[config.mk]
export PLATFORM = sky130hd
export DESIGN_NAME = writeback_arbiter
export DESIGN_NICKNAME = d
export VERILOG_FILES = /design/src/rtl/writeback_arbiter.sv
export SDC_FILE = /design/constraint.sdc
export NUM_CORES = 1
export LEC_CHECK = 0
export ABC_AREA = 1
export BUFFER_PORTS_ARGS = -buffer_cell sky130_fd_sc_hd__buf_2
export CAP_MARGIN = 10
export CORE_MARGIN = 3
export CORE_UTILIZATION = 49
export CTS_BUF_LIST = sky130_fd_sc_hd__clkbuf_16
export CTS_CLUSTER_SIZE = 28
export DETAILED_ROUTE_END_ITERATION = 8
export PLACE_DENSITY_LB_ADDON = 0.1
export SLEW_MARGIN = 10
export SYNTH_ARGS = -nofsm -noshare
export SYNTH_HDL_FRONTEND = slang
export SYNTH_SLANG_ARGS = --single-unit
[constraint.sdc]
create_clock -name clk -period 4.35 [get_ports clk]
set_input_delay 0.435 -clock clk [delete_from_list [all_inputs] [get_ports clk]]
set_output_delay 0.435 -clock clk [all_outputs]
set_load 0.05 [all_outputs]
[src/rtl/writeback_arbiter.sv]
// Shares one register-file write port between an ALU result and a 2-entry load FIFO,
// with round-robin arbitration, a WAW guard on the ALU, and a pending-write scoreboard.
module writeback_arbiter (
  input  logic        clk,
  input  logic        rst,
  input  logic        alu_valid,
  output logic        alu_ready,
  input  logic [4:0]  alu_rd,
  input  logic [63:0] alu_data,
  input  logic        lsu_valid,
  output logic        lsu_ready,
  input  logic [4:0]  lsu_rd,
  input  logic [5:0]  lsu_opcode,
  input  logic [63:0] lsu_data,
  output logic        wb_en,
  output logic [4:0]  wb_rd,
  output logic [63:0] wb_data,
  input  logic [4:0]  chk_rs,
  input  logic [4:0]  chk_rt,
  output logic [31:0] pending,
  output logic        hazard
);

  localparam int unsigned XLEN  = 64;
  localparam int unsigned REG_W = 5;
  localparam int unsigned OP_W  = 6;
  localparam int unsigned DEPTH = 2;
  localparam int unsigned CNT_W = 2;

  typedef struct packed {
    logic [REG_W-1:0] rd;
    logic [XLEN-1:0]  data;
  } wb_entry_t;

  typedef enum logic {
    SRC_ALU = 1'b0,
    SRC_LSU = 1'b1
  } src_e;

  wb_entry_t        fifo_q [DEPTH];
  wb_entry_t        fifo_d [DEPTH];
  logic             head_q, head_d;
  logic [CNT_W-1:0] count_q, count_d;
  src_e             last_q, last_d;
  logic             wb_en_d;
  logic [REG_W-1:0] wb_rd_d;
  logic [XLEN-1:0]  wb_data_d;

  logic [DEPTH-1:0] slot_vld;
  logic             waw;
  logic             alu_go;
  logic             lsu_go;
  logic             enq;
  logic             tail;

  // Width/sign selection for load data, applied as the entry is enqueued.
  function automatic logic [XLEN-1:0] extend(input logic [OP_W-1:0] op,
                                             input logic [XLEN-1:0] d);
    case (op)
      6'd34:   return XLEN'(d[7:0]);
      6'd40:   return XLEN'(d[15:0]);
      6'd42:   return {{(XLEN-16){d[15]}}, d[15:0]};
      6'd32:   return XLEN'(d[31:0]);
      default: return d;
    endcase
  endfunction

  // Slot occupancy and WAW match against every queued load.
  always_comb begin
    slot_vld = '0;
    waw      = 1'b0;
    for (int unsigned i = 0; i < DEPTH; i++) begin
      slot_vld[i] = (1'(i) == head_q) ? (count_q != '0) : (count_q == CNT_W'(DEPTH));
      if (slot_vld[i] && (fifo_q[i].rd == alu_rd)) waw = 1'b1;
    end
  end

  // alu_ready depends on state and alu_rd only, so alu_valid never feeds back into it.
  assign alu_ready = !rst && !waw && ((count_q == '0) || (last_q == SRC_LSU));
  assign lsu_ready = !rst && (count_q < CNT_W'(DEPTH));
  assign alu_go    = alu_valid && alu_ready;
  assign lsu_go    = !rst && (count_q != '0) && !alu_go;
  assign enq       = lsu_valid && lsu_ready;
  assign tail      = head_q ^ count_q[0];

  // Next-state: enqueue, grant, and writeback register update.
  always_comb begin
    fifo_d    = fifo_q;
    head_d    = head_q;
    count_d   = count_q;
    last_d    = last_q;
    wb_en_d   = 1'b0;
    wb_rd_d   = wb_rd;
    wb_data_d = wb_data;

    if (enq) begin
      fifo_d[tail].rd   = lsu_rd;
      fifo_d[tail].data = extend(lsu_opcode, lsu_data);
    end

    if (alu_go) begin
      wb_en_d   = 1'b1;
      wb_rd_d   = alu_rd;
      wb_data_d = alu_data;
      last_d    = SRC_ALU;
    end else if (lsu_go) begin
      wb_en_d   = 1'b1;
      wb_rd_d   = fifo_q[head_q].rd;
      wb_data_d = fifo_q[head_q].data;
      head_d    = ~head_q;
      last_d    = SRC_LSU;
    end

    count_d = count_q + CNT_W'(enq) - CNT_W'(lsu_go);
  end

  always_ff @(posedge clk) begin
    if (rst) begin
      head_q  <= 1'b0;
      count_q <= '0;
      last_q  <= SRC_LSU;
      wb_en   <= 1'b0;
      wb_rd   <= '0;
      wb_data <= '0;
    end else begin
      fifo_q  <= fifo_d;
      head_q  <= head_d;
      count_q <= count_d;
      last_q  <= last_d;
      wb_en   <= wb_en_d;
      wb_rd   <= wb_rd_d;
      wb_data <= wb_data_d;
    end
  end

  // Registers with a write still queued or on the write port this cycle.
  always_comb begin
    pending = '0;
    for (int unsigned i = 0; i < DEPTH; i++) begin
      if (slot_vld[i]) pending[fifo_q[i].rd] = 1'b1;
    end
    if (wb_en) pending[wb_rd] = 1'b1;
  end

  assign hazard = pending[chk_rs] | pending[chk_rt];

endmodule

==> run metrics <==
post_cts resized=0; Max Freq=284 MHz; CP required=3.91 ns; R2R cell count=15; Syn Nets=1609; DR vias=10900; post-route cell area=13400 um2; GRT Overall Usage=27.3%; Tot Pwr=7.81 mW; worst setup path class=reg2out; DRC=0; worst r2r dst=count_q[1]$_SDFF_PP0_; yosys warns=0; commonest non-fill, non-tap cells in the layout=nand2_1, buf_2, nor2_1; CP endpoint kind=output pin; Largest delay share family, worst path=simple AND/OR/NAND/NOR gates; CTS Buf Count=24; r2r setup slk=1.19 ns; mapped cell area=11200 um2; worst slew pin tran=1.21 ns; CTS root buf=clkbuf_16; # rows=54; minimum clock period after layout=3.52 ns; # IOs=263; Critical Path Max Stage Delay=0.53 ns; status=completed; Worst Hold End=fifo_q[64]$_DFFE_PP_; Leak=6.24 nW; slowest cell on the critical path=nor2_1; largest net degree at the start of global routing=66; RSZ-0062 raised after global routing=false; maximum fanout along the worst path=42; Hold Startpoint=lsu_rd[0]; 1st-pass router iterations=6; Synth-to-Final Area Change=18.9%; post-DR wirelength/cell=17.8 um; Initial Util=50.8%; DP Area=12600 um2; DP Cell Count=1910; CTS Sinks=212; H-tree Lvls=1; vias in the first global route=10000; # Post-CTS Setup Buffers=0; Slew Limit Fails=0; clk_lat worst skew=0.52 ns; WP data arrival=3.08 ns; count of buffers from port buffering=262; Worst Setup Start Kind=register; Die H=158 um; Antenna Violating Nets Remaining=0; final std cells w/o fill=1956; CTS max path bufs=3; DR iter-0 viols=1008; initial antenna violation count=5; Peak VDD IR=0.312 mV; Detailed Route WL=34.9 mm; first-pass GRT wire length=53.9 mm; Final Hold Fails=0; max cap viols=0; Fin Setup TNS=0 ns; DP Wirelength=23.5 mm; hold_buf cts=0; Slew headroom=18.8%; ratio of cells with drive above 1 in the final layout=19.5%; Clock Skew=0.0174 ns; GRT overflow=0; PD cells=584 nW/um2; Tcrit/Tclk final=80.9%; post-synthesis area per instance=7.76 um2; most used cell, CP=nand3_1; Core Area=22200 um2; CTS tree=built; Finish-stage setup viols=0; # fillers=2062; die area=24800 um2; Synth cell types=32; clk slew on worst S/H paths=0.06 ns; GPL Wtd Cong=0.929; die width=158 um; vias per cell=5.57; min-delay worst type=in2reg; Buf+Inv Stages, Crit Path=2; Hold Slack=0.107 ns; Syn Inst Count=1449; WHS Path Cells=1; register bit total from synthesis=212; worst reg2reg startpoint=fifo_q[65]$_DFFE_PP_; sequential fraction of the synthesis area=50.0%; commonest non-fill, non-tap cell in the layout=nand2_1; Final nets=1816; crit path cell chain=nand2_1 -> inv_1 -> nor2_1 -> nand2_1 -> nor2_1 -> nor2_1 -> nand3_1 -> nand3_1 -> nand3_1 -> nand3_1 -> nand2_1 -> nand2_1 -> nand3_1 -> buf_2
==> cell families after synthesis <==
group / Yosys count / share of synthesized area [%]
adders and majority gates: 2 / 0.222
AOI/OAI and AO/OA: 182 / 8.32
xor gates and xnor gates: 5 / 0.389
DFF: 212 / 50.0
buffers and inverters: 184 / 7.12
muxes: 24 / 2.14
and+or+nand+nor: 840 / 31.8
==> where the power goes <==
part | total [mW] | internal, mW | leakage [nW] | switching, mW
combinational | 2.92 | 0.726 | 3.94 | 2.19
clock | 1.94 | 1.14 | 0.408 | 0.804
sequential | 2.95 | 2.71 | 1.90 | 0.237
total | 7.81 | 4.57 | 6.24 | 3.23
==> sequential cells by signal (all words and copies together) (netlist names) <==
register and count:
count_q 2, wb_en 1, last_q 1, wb_data 64
wb_rd 5, fifo_q 138, head_q 1
==> cells in the mapped netlist <==
cell        n  area share (%)
nor3_1      2           0.089
o21ai_1     4            0.18
clkinv_1    1           0.033
o211ai_1   10            0.67
inv_1      83             2.8
nand2_4     1            0.10
nand3_1   222             9.9
nor2_8      1            0.18
xor2_1      4            0.31
buf_6       7            0.70
nand2_2     2            0.11
edfxtp_1  138              37
mux2i_1    24             2.1
inv_4       1           0.056
nor3b_2     1            0.11
nand2_8     1            0.18
nor4_1      2            0.11
buf_1       6            0.20
dfxtp_1    74              13
xnor2_1     1           0.078
clkbuf_1   57             1.9
nor2_1    255             8.5
buf_4       6            0.40
a21oi_1   141             6.3
buf_2      17            0.76
nand4_1    33             1.8
and3_1      1           0.056
nand2_1   319              11
buf_8       1            0.13
inv_2       5            0.17
o21ai_0    27             1.2
ha_1        2            0.22
==> worst register-to-register path: stages (launching register included) <==
cell and delay, ns:
edfxtp_1 0.81, inv_2 0.31, nand2_1 0.13, a21oi_1 0.08, nand4_1 0.08, nand2_1 0.13
nor2_8 0.20, nand2_8 0.17, nand2_1 0.20, inv_1 0.06, ha_1 0.29, inv_1 0.06
ha_1 0.14, xor2_1 0.18, o21ai_0 0.10, a21oi_1 0.15
==> layer usage <==
layer | global-route usage, % | vias to the layer above | share of wire (%)
met5 | 0 | - | 0.066
met4 | 6.45 | 4 | 1.7
met3 | 4.15 | 50 | 8.3
met2 | 44.2 | 484 | 47
met1 | 38.9 | 5072 | 43
li1 | - | 5278 | -
==> worst max-delay path by stage <==
| stage | startpoint | to | slack, ns | depth (start not counted) |
|---|---|---|---|---|
| 4_1_cts | head_q$_SDFFE_PP0P_ | hazard | 0.88 | 14 |
| 5_1_grt | head_q$_SDFFE_PP0P_ | hazard | 0.52 | 14 |
| 3_5_place_dp | rst | count_q[1]$_SDFF_PP0_ | 1.16 | 13 |
| 2_1_floorplan | rst | fifo_q[0]$_DFFE_PP_ | -0.57 | 4 |
| 6_report | head_q$_SDFFE_PP0P_ | hazard | 0.83 | 14 |
| 3_3_place_gp | rst | count_q[1]$_SDFF_PP0_ | 1.21 | 13 |
==> cell type report <==
cell class / instances / area (um2) / area share (%)
flip-flops and latches: 212 / 5630 / 42.1
multi-input cells: 1053 / 4850 / 36.2
repair buffers: 275 / 1430 / 10.7
clock buffers: 26 / 651 / 4.86
well taps: 280 / 350 / 2.62
inverters: 90 / 340 / 2.54
clock inverters: 18 / 121 / 0.907
diodes: 2 / 5.00 / 0.0374
==> metrics by stage <==
step                      util, %  worst slack [ns]
after floorplan                 -            -0.574
after global placement       56.9              1.21
after detailed placement     56.9              1.16
after CTS                    60.3             0.880
after global routing         60.4             0.522
final                        60.4             0.830
No activity file was read; power rests on OpenSTA's default activity.
